[config.mk]
export PLATFORM = sky130hd
export DESIGN_NAME = agp_acc_engine
export DESIGN_NICKNAME = d
export VERILOG_FILES = /design/src/rtl/agp_acc_engine.sv
export SDC_FILE = /design/constraint.sdc
export NUM_CORES = 1
export LEC_CHECK = 0
export CELL_PAD_IN_SITES_DETAIL_PLACEMENT = 1
export CELL_PAD_IN_SITES_GLOBAL_PLACEMENT = 2
export CORE_MARGIN = 3
export CORE_UTILIZATION = 44
export DETAILED_ROUTE_END_ITERATION = 7
export GPL_ROUTABILITY_DRIVEN = 0
export MAX_ROUTING_LAYER = met4
export PLACE_DENSITY = 0.87
export SLEW_MARGIN = 5
export SYNTH_ARGS = -nofsm -noshare
export SYNTH_HDL_FRONTEND = slang
export SYNTH_SLANG_ARGS = --single-unit
[constraint.sdc]
create_clock -name clk -period 8.65 [get_ports clk]
set_input_delay 0.865 -clock clk [delete_from_list [all_inputs] [get_ports clk]]
set_output_delay 0.865 -clock clk [all_outputs]
set_load 0.02 [all_outputs]
[src/rtl/agp_acc_engine.sv]
// Queued reduction accelerator: operands enter a DEPTH-entry FIFO, a fixed-latency engine
// reduces each one, and results leave on a valid/ready channel.
//   state   | meaning
//   IDLE    | engine empty, pops the queue head when one is present
//   COMPUTE | latched operand counting down its latency
//   HOLD    | result presented, waiting for res_ready
module agp_acc_engine #(
  parameter int DATA_W  = 32,
  parameter int DEPTH   = 4,
  parameter int LATENCY = 2
) (
  input  logic                       clk,
  input  logic                       rst,
  input  logic                       arg_valid,
  output logic                       arg_ready,
  input  logic [DATA_W-1:0]          arg_data,
  input  logic [1:0]                 arg_mode,
  output logic                       res_valid,
  input  logic                       res_ready,
  output logic [DATA_W-1:0]          res_data,
  output logic [$clog2(DEPTH+1)-1:0] occupancy,
  output logic                       busy
);
  localparam int H  = DATA_W / 2;
  localparam int NB = DATA_W / 8;
  localparam int OW = $clog2(DEPTH + 1);
  localparam int PW = (DEPTH > 1) ? $clog2(DEPTH) : 1;
  localparam int CW = (LATENCY > 1) ? $clog2(LATENCY) : 1;

  typedef enum logic [1:0] {IDLE, COMPUTE, HOLD} state_t;

  state_t            state;
  logic [DATA_W+1:0] mem [2**PW];
  logic [PW-1:0]     wr_ptr, rd_ptr;
  logic [CW-1:0]     cnt;
  logic [DATA_W-1:0] op_data;
  logic [1:0]        op_mode;
  logic [DATA_W-1:0] op_result;
  logic              push, pop, full;

  function automatic logic [DATA_W-1:0] reduce(input logic [1:0] m, input logic [DATA_W-1:0] a);
    logic [H:0]        hsum;
    logic [DATA_W-1:0] acc;
    hsum = {1'b0, a[DATA_W-1:H]} + {1'b0, a[H-1:0]};
    acc  = '0;
    case (m)
      2'd0: acc = DATA_W'(hsum);
      2'd1: for (int i = 0; i < NB; i++) acc = acc + DATA_W'(a[8*i +: 8]);
      2'd2: for (int i = 0; i < DATA_W; i++) acc = acc + DATA_W'(a[i]);
      default: acc = hsum[H] ? DATA_W'({H{1'b1}}) : DATA_W'(hsum);
    endcase
    return acc;
  endfunction

  function automatic logic [PW-1:0] next_ptr(input logic [PW-1:0] p);
    return (p == PW'(DEPTH - 1)) ? '0 : p + PW'(1);
  endfunction

  // Ready and pop both look only at registered occupancy, so a same-edge pop
  // never frees a slot for a push, and a fresh entry waits one edge before popping.
  assign full      = (occupancy == OW'(DEPTH));
  assign arg_ready = !rst && !full;
  assign push      = arg_valid && arg_ready;
  assign pop       = (occupancy != '0) && ((state == IDLE) || (state == HOLD && res_ready));
  assign busy      = (state != IDLE) || (occupancy != '0);
  assign op_result = reduce(op_mode, op_data);

  always_ff @(posedge clk) begin
    if (push) mem[wr_ptr] <= {arg_mode, arg_data};
  end

  always_ff @(posedge clk) begin
    if (rst) begin
      state     <= IDLE;
      wr_ptr    <= '0;
      rd_ptr    <= '0;
      occupancy <= '0;
      cnt       <= '0;
      op_data   <= '0;
      op_mode   <= '0;
      res_valid <= 1'b0;
      res_data  <= '0;
    end else begin
      if (push) wr_ptr <= next_ptr(wr_ptr);
      case ({push, pop})
        2'b10:   occupancy <= occupancy + OW'(1);
        2'b01:   occupancy <= occupancy - OW'(1);
        default: occupancy <= occupancy;
      endcase
      case (state)
        IDLE: if (pop) state <= COMPUTE;
        COMPUTE: begin
          if (cnt == '0) begin
            res_data  <= op_result;
            res_valid <= 1'b1;
            state     <= HOLD;
          end else begin
            cnt <= cnt - CW'(1);
          end
        end
        HOLD: begin
          if (res_ready) begin
            res_valid <= 1'b0;
            state     <= pop ? COMPUTE : IDLE;
          end
        end
        default: state <= IDLE;
      endcase
      if (pop) begin
        {op_mode, op_data} <= mem[rd_ptr];
        rd_ptr             <= next_ptr(rd_ptr);
        cnt                <= CW'(LATENCY - 1);
      end
    end
  end
endmodule

; ---- After elaboration in Yosys (flattened, before gate mapping)
; Memory sizes are Yosys's and may differ from the RTL's. A register that Yosys moved wholly into a read port is not among the register bits.
; Cells that the tools add are included.
[classes]
addsub = 40
eq_ne = 12
n_mux = 18
bitwise_logic = 1
reduce_logical = 18
[op_table]
columns = operator, count
row1 = $pmux 32 s3, 1
row2 = $add 31x1->32, 1
row3 = $add 30x1->31, 1
row4 = $add 29x1->30, 1
row5 = $add 28x1->29, 1
row6 = $add 27x1->28, 1
row7 = $add 26x1->27, 1
row8 = $add 25x1->26, 1
row9 = $add 24x1->25, 1
row10 = $add 23x1->24, 1
row11 = $add 22x1->23, 1
row12 = $add 21x1->22, 1
row13 = $add 20x1->21, 1
row14 = $add 19x1->20, 1
row15 = $add 18x1->19, 1
row16 = $add 17x1->18, 1
row17 = $add 16x1->17, 1
row18 = $add 16x16->17, 1
row19 = $add 15x1->16, 1
row20 = $mux 16, 1
row21 = $add 14x1->15, 1
row22 = $add 13x1->14, 1
row23 = $add 12x1->13, 1
row24 = $add 11x1->12, 1
row25 = 35 further kinds, 65
[word_totals]
reg_bits = 43
ramBits = 136
in_bits = 38
out_inout_bits = 38
wordCells = 97
n_memories = 1
[memory_table]
columns = name, words, width, rd, rd_clocked_by_memory_dff, write_ports, line_no
row1 = mem, 4, 34, 1, 1, 1, 33  ; logic [DATA_W+1:0] mem [2**PW];

; ---- Logic depth before layout (Yosys ltp)
; Gate-level depths: netlist of run 1.
[logic_depth]
depth_word = 32
ltp_mapped = 19

; ---- Worst setup path after synthesis of run 1
; No wires, ideal clock.
[synth_timing]
path_type = flip-flop to flip-flop
startpoint = register op_data[1], read port of mem
endpoint = register res_data[5]
setup_time_ps = 133
arrival_time_ps = 4839
t_required_ps = 8517
path_slack_ps = 3678
stages_incl_launch_ff = 18
cell_sequence = dfxtp_1 > inv_1 > fa_1 > inv_1 > fa_1 > fa_1 > fa_1 > fa_1 > inv_1 > fa_1 > inv_1 > ha_1 > a21o_1 > a21oi_1 > nor2b_1 > o211a_1 > o31ai_1 > a31oi_1
[synth_between]
elab_chain_len = 32
word_cells_on_any_way = 37
cone_classes = add/sub (35) / mux (2)
[synth_rtl]
columns = item, line_no
row1 = from (decl), 36  ; logic [DATA_W-1:0] op_data;
row2 = $add 1x1->2, 49  ; 2'd2: for (int i = 0; i < DATA_W; i++) acc = acc + DATA_W'(a[i]);
row3 = $add 2x1->3, 49
row4 = $add 3x1->4, 49
row5 = $add 4x1->5, 49
row6 = $add 5x1->6, 49
row7 = $add 6x1->7, 49
row8 = $add 7x1->8, 49
row9 = $add 8x1->9, 49
row10 = (+16 left out), -
row11 = $add 25x1->26, 49
row12 = $add 26x1->27, 49
row13 = $add 27x1->28, 49
row14 = $add 28x1->29, 49
row15 = $add 29x1->30, 49
row16 = $add 30x1->31, 49
row17 = $add 31x1->32, 49
row18 = $pmux 32 s3 (*), 46  ; case (m)
row19 = to (signal assigned), 94  ; res_data <= op_result;
row20 = to (decl), 20  ; output logic [DATA_W-1:0] res_data,
; Mark *: on every way between the ends. The rest lies on a longest branch, timed or not.
; A chain may end at the register's enable or synchronous reset.

; ---- Final worst setup path of run 1
; Ends and elaborated chain as after synthesis.

==> out/metrics.cfg, run 1 <==
[worst_setup_path]
crit-reg2reg-launch = op_data[1]
crit_type = reg2reg
reg2reg_slack_ns = 3.28
cp-end-kind = register
max_stage_delay_ns = 0.59
path_common_cell = fa_1
cp_cell_sequence = inv_1 > fa_1 > inv_1 > fa_1 > fa_1 > fa_1 > fa_1 > inv_1 > fa_1 > inv_1 > ha_1 > a21o_1 > a21oi_1 > nor2b_1 > o211a_1 > o31ai_1 > a31oi_1
crit_fanout = 5
r2r-end = res_data[5]
start_kind = register
reg2regPathDepth = 17
slowest_stage = fa_1
arrival_ns = 5.65
required_ns = 8.93

[global_routing]
grt_pass1_vias = 6631
grt_pass1_wl_mm = 37.0
antenna_found_initial = 0
grt_max_degree = 65
overflow = 0
grt_usage = 0.204

[detailed_routing]
drtIter0Drc = 290
wl_per_cell_um = 21.1
ant_nets = 0
avgViaCountPerCell = 5.53
finalWirelength_mm = 23.0
drc = 0
dr.pass1.iters = 4
vias = 6045

[timing]
finalHoldViolations = 0
relSlewSlack = 0.311
fmaxAchievable_ghz = 0.186
final.setup_skew_ns = 0.0116
tns_ns = 0
post-route-min-period_ns = 5.37
setup_viol = 0
setup_ws_ns = 3.28
worstMarginPinSlew_ns = 1.03
slew_viol_final = 0
min_period_over_period = 0.621
rsz0062_at_grt = false

[yosys]
synth_compound_area_frac = 0.103
synth-adder-area-share = 0.135
synth_enable_flop_cells = 136
synthFlopType = edfxtp_1
synthArstFlopShare = 0
ys_warn_count = 0
synth-simple-area-share = 0.0769
synth_top_family_by_area = adder cells
synth_mux_area_frac = 0.0815
syn_area_per_cell_sq_um = 13.1
yosys.area_share.xor_xnor = 0.0188
synth_seq_cells = 198
syn_inst = 749
ys_types = 56
synth_area_sq_mm = 0.00978
seq_area_frac_synth = 0.544

[finish]
final_cells = 1093
design.final.nets = 923
design_area_sq_mm = 0.0112
area_growth_pct = 14.6
diodes = 0
drive_gt1_frac = 0.111

[clock_tree]
cts_buffer_depth = 2
tritoncts.num_buffers = 17
root_buffer = clkbuf_16
insertion_delay_ns = 0.44
cts_setup_buffers = 0
cts.sinks = 198
cts_tree = done
clk_transition_reported_paths_ns = 0.08
cts_hold_buf = 0
htreeDepth = 4
cts_resized = 0

[die]
rows = 53
io-pin-count = 76
die_h_um = 155
core-area_sq_mm = 0.0214
start_util = 0.457
dieArea_sq_mm = 0.0241
fp.dieW_um = 155

[placed_design]
dp.final_hpwl_mm = 16.8
dpl.cell_count = 1061
dpl_cell_area_sq_mm = 0.0106
portBuffers = 60
place_ws_ns = 3.24

[worst_hold_path]
min_to = res_data[12]
hold_path_startpoint = res_data[12]
hold_path_class = reg2reg
hold_depth = 2

[run_status]
status = complete, no violations

[power_and_ir_drop]
p_leak_nw = 4.15
ir_worst_vdd_mv = 0.405
finalPower_w = 0.00477
powerDensity_mw_per_mm2 = 425

[job]
cap_viol_max_count = 0

-- layout make-up --
cell class / instances / area, sq um
clock buffers: 17 / 425
clock inverters: 15 / 183
fillers: 2111 / 10200
inverters: 40 / 150
multi-input cells: 478 / 4120
flip-flops and latches: 198 / 5330
well taps: 275 / 344
repair buffers: 70 / 671
-- cell families after synthesis --
group | Yosys count
and+or+nand+nor | 175
AOI/OAI and AO/OA | 150
muxes | 37
other | 1
xor gates and xnor gates | 21
DFF | 198
adders and majority gates | 80
buffers and inverters | 87
-- per-stage QoR --
step	utilization	hold WS, ns
2_1_floorplan	-	0.476
3_5_place_dp	0.495	0.459
6_report	0.524	0.468
5_1_grt	0.524	0.510
4_1_cts	0.524	0.479
3_3_place_gp	0.495	0.449
-- cell usage in the layout, fill, tap and decap left out, drive strengths merged, types with 11 or more instances in the layout --
cell           synthesis  layout
edfxtp               136     136
nand2                 96      96
dfxtp                 62      62
a21oi                 59      59
clkdlybuf4s50          0      59
inv                   39      49
fa                    42      42
ha                    38      38
nor2                  36      36
mux4                  34      34
o21ai                 22      22
clkbuf                18      17
conb                   1      15
a21o                  11      11
xnor2                 11      11
buf                   29      11
-- power by group --
group | internal [W] | total [W] | switching (W)
registers | 0.00117 | 0.00136 | 0.000190
logic | 0.00111 | 0.00260 | 0.00149
clock network | 0.000397 | 0.000808 | 0.000411
total | 0.00268 | 0.00477 | 0.00209
-- state kept, by name, indices dropped and copies added (netlist names) --
signal / cells
mem: 136
op_data: 32
res_valid: 1
rd_ptr: 2
res_data: 17
state: 2
occupancy: 3
cnt: 1
op_mode: 2
wr_ptr: 2
-- Yosys cell counts, types with 5 or more instances --
| master | count | area [sq um] |
|---|---|---|
| a211oi_1 | 10 | 75.1 |
| ha_1 | 38 | 475 |
| inv_1 | 39 | 146 |
| buf_1 | 5 | 18.8 |
| a31oi_1 | 7 | 43.8 |
| mux4_2 | 34 | 766 |
| buf_4 | 15 | 113 |
| nand2_1 | 96 | 360 |
| and3_1 | 6 | 37.5 |
| xnor2_1 | 11 | 96.3 |
| o21a_1 | 7 | 52.6 |
| nor2_1 | 36 | 135 |
| o21ai_0 | 20 | 100 |
| clkbuf_1 | 18 | 67.6 |
| xor2_1 | 10 | 87.6 |
| or3_1 | 7 | 43.8 |
| o21bai_1 | 5 | 37.5 |
| a21oi_1 | 59 | 295 |
| a311oi_2 | 5 | 75.1 |
| buf_2 | 8 | 40.0 |
| dfxtp_1 | 62 | 1240 |
| a21o_1 | 11 | 82.6 |
| edfxtp_1 | 136 | 4080 |
| nand3_1 | 5 | 25.0 |
| nor3_1 | 8 | 40.0 |
| fa_1 | 42 | 841 |
-- how the worst max path moves through the flow --
stage / start / cells past startpoint / end
3_5_place_dp: op_data[1] / 17 / res_data[5]
3_3_place_gp: op_data[1] / 17 / res_data[5]
6_report: op_data[1] / 17 / res_data[5]
2_1_floorplan: op_data[1] / 17 / res_data[5]
5_1_grt: op_data[1] / 17 / res_data[5]
4_1_cts: op_data[1] / 17 / res_data[5]
-- per-layer routing --
metal | global-route usage | up-vias | wire, um
li1 | - | 2813 | -
met1 | 0.266 | 3088 | 10400
met2 | 0.339 | 125 | 11700
met3 | 0.0359 | 19 | 740
met4 | 0.0463 | 0 | 274
met5 | - | - | 0
-- worst max-delay path: cells and delay by family (launching register included) --
kind,cells,cell delay [ns]
flops,1,0.47
buf+inv,4,0.30
simple gates,1,0.08
fa+ha+maj,7,3.38
compound gates,5,0.99
Note: power is estimated with default switching activity, not from simulation.
==> run 2, diff against run 1 <==
CORE_UTILIZATION = 41   (was 44)
PLACE_DENSITY = 0.82   (was 0.87)
clock period = 5.5 ns   (was 8.65 ns; I/O delays follow)
==> run 2 against run 1 <==
Net effect: utilization decreased by 3.2 points; die area increased by 7.0%; setup slack got worse by 3.0 ns; sequential power increased by 57%; non-clock buffer count increased by 3; wire length increased by 0.59%; cell count increased by 3.8%; count of clock-buffer cells in the layout unchanged; critical path depth unchanged; sequential share of layout area decreased by 0.48 points; first-iteration DRC count increased by 63%; largest power group unchanged; highest routed layer unchanged.
==> out/metrics.cfg, run 2 (synthesis results as in run 1) <==
[detailed_routing]
ant_nets = 0  ; unchanged
wl_per_cell_um = 20.4  ; -3.1%
drc = 0  ; unchanged
drtIter0Drc = 474  ; +63%
vias = 6106  ; +1.0%
finalWirelength_mm = 23.2  ; +0.59%
dr.pass1.iters = 4  ; unchanged
avgViaCountPerCell = 5.38  ; -2.6%

[timing]
fmaxAchievable_ghz = 0.191  ; +2.3%
tns_ns = 0  ; unchanged
final.setup_skew_ns = 0.0150  ; +0.00339 ns
slew_viol_final = 0  ; unchanged
worstMarginPinSlew_ns = 1.02  ; -0.0114 ns
min_period_over_period = 0.954  ; +0.334
setup_viol = 0  ; unchanged
rsz0062_at_grt = false
setup_ws_ns = 0.251  ; -3.03 ns
finalHoldViolations = 0  ; unchanged
relSlewSlack = 0.319  ; +0.00764
post-route-min-period_ns = 5.25  ; -0.121 ns
finalHoldWorstSlack_ns = 0.467  ; -0.00147 ns

[placed_design]
portBuffers = 60  ; unchanged
dp.final_hpwl_mm = 16.5  ; -1.4%
place_ws_ns = 0.119  ; -3.12 ns

[clock_tree]
cts_resized = 0  ; unchanged
htreeDepth = 4  ; unchanged
cts_setup_buffers = 0  ; unchanged
insertion_delay_ns = 0.44  ; about the same
clk_transition_reported_paths_ns = 0.09  ; about the same
root_buffer = clkbuf_16
cts_buffer_depth = 2  ; unchanged
cts_tree = done
cts_hold_buf = 0  ; unchanged
tritoncts.num_buffers = 17  ; unchanged
cts.sinks = 198  ; unchanged

[finish]
layout_common_cells = edfxtp_1 (136), nand2_1 (96), clkdlybuf4s50_1 (59)
final_common_cell = edfxtp_1
largest_register_ffs = 136  ; unchanged
area_growth_pct = 15.9
diodes = 0  ; unchanged
reg_top3 = mem x136, op_data x32, res_data x17
design.final.nets = 926  ; +0.33%
drive_gt1_frac = 0.119  ; +0.00812
top_register = mem

[global_routing]
overflow = 0  ; unchanged
grt_pass1_vias = 6669  ; +0.57%
grt_pass1_wl_mm = 37.7  ; +1.9%
antenna_found_initial = 0  ; unchanged
grt_max_degree = 64  ; -1.5%
grt_usage = 0.192  ; -0.0125

[worst_setup_path]
slowest_stage = fa_1
crit_type = reg2reg
max_stage_delay_ns = 0.62  ; +0.03 ns
crit_buf_inv = 4  ; unchanged
start_kind = register
cpLargestDelayFamily = adder cells
crit_fanout = 4  ; -1
cp-end-kind = register
required_ns = 5.80  ; -3.13 ns
arrival_ns = 5.54  ; -0.11 ns
path_common_cell = fa_1
cp_cell_sequence = inv_1 > fa_1 > inv_1 > fa_1 > fa_1 > fa_1 > fa_1 > inv_1 > fa_1 > inv_1 > ha_1 > a21o_1 > a21oi_2 > nor2b_1 > o211a_1 > o31ai_1 > a31oi_1

[power_and_ir_drop]
switchingPower_w = 0.00345  ; +65%
ir_worst_vdd_mv = 0.533  ; +32%
p_seq_frac = 0.275  ; -0.010
combPwrFrac = 0.552  ; +0.006
intPower_w = 0.00432  ; +62%
p_clk_frac = 0.174  ; +0.005
p_leak_nw = 4.18  ; +0.83%
powerDensity_mw_per_mm2 = 685  ; +61%
swShare = 0.443  ; +0.00445

[die]
start_util = 0.424  ; -0.0324
die_h_um = 160  ; +3.5%
rows = 55  ; +3.8%
dieArea_sq_mm = 0.0258  ; +7.0%
core-area_sq_mm = 0.0231  ; +7.6%
io-pin-count = 76  ; unchanged
fp.dieW_um = 160  ; +3.5%

[run_status]
status = complete, no violations

[job]
cap_viol_max_count = 0  ; unchanged

[worst_hold_path]
hold_path_class = reg2reg

[run 2: worst reg2reg max path: cells and delay by family, from the launching register on]
family / cells / cell delay (ns)
adder cells (fa/ha/maj): 7 / 3.52
buffers and inverters: 4 / 0.25
flip-flops: 1 / 0.37
AO/OA/AOI/OAI: 5 / 0.89
AND/OR/NAND/NOR: 1 / 0.07
[run 2: cell type report]
| cell class | count | area (sq um) |
|---|---|---|
| fill | 2358 | 11700 |
| sequential | 198 | 5330 |
| multi-input combinational | 478 | 4120 |
| timing repair buffer | 73 | 693 |
| clock buffer | 17 | 425 |
| tap | 313 | 392 |
| clock inverter | 15 | 228 |
| inverter | 40 | 150 |
[run 2: power by group through the flow]
stage / clock, W / sequential, W / combinational, W
final: 0.00135 / 0.00214 / 0.00429
after floorplan: 0 / 0.00212 / 0.00303
after global routing: 0.00144 / 0.00218 / 0.00492
after CTS: 0.00138 / 0.00214 / 0.00429
after global placement: 0 / 0.00215 / 0.00396
after detailed placement: 0 / 0.00217 / 0.00424
[run 2: worst paths after layout]
check                from            to  slack, ns  depth (start not counted)
max           op_data[11]   res_data[5]       0.25                         17
min          res_data[12]  res_data[12]       0.47                          2
max reg2reg   op_data[11]   res_data[5]       0.25                         17
min reg2reg  res_data[12]  res_data[12]       0.47                          2
[run 2: per-layer routing]
layer	vias up	part of all wire	GRT usage
met3	30	0.035	0.0307
met4	0	0.019	0.0497
li1	2825	-	-
met5	-	0	-
met1	3119	0.46	0.256
met2	132	0.49	0.309
[run 2: per-stage QoR]
| stage | utilization | area [sq um] | instances | total power (W) |
|---|---|---|---|---|
| after CTS | 0.492 | 11300 | 1134 | 0.00781 |
| after detailed placement | 0.463 | 10700 | 1102 | 0.00642 |
| after global placement | 0.463 | 10700 | 1102 | 0.00611 |
| after global routing | 0.492 | 11300 | 1134 | 0.00854 |
| final | 0.492 | 11300 | 1134 | 0.00777 |
| after floorplan | - | 9840 | 763 | 0.00514 |
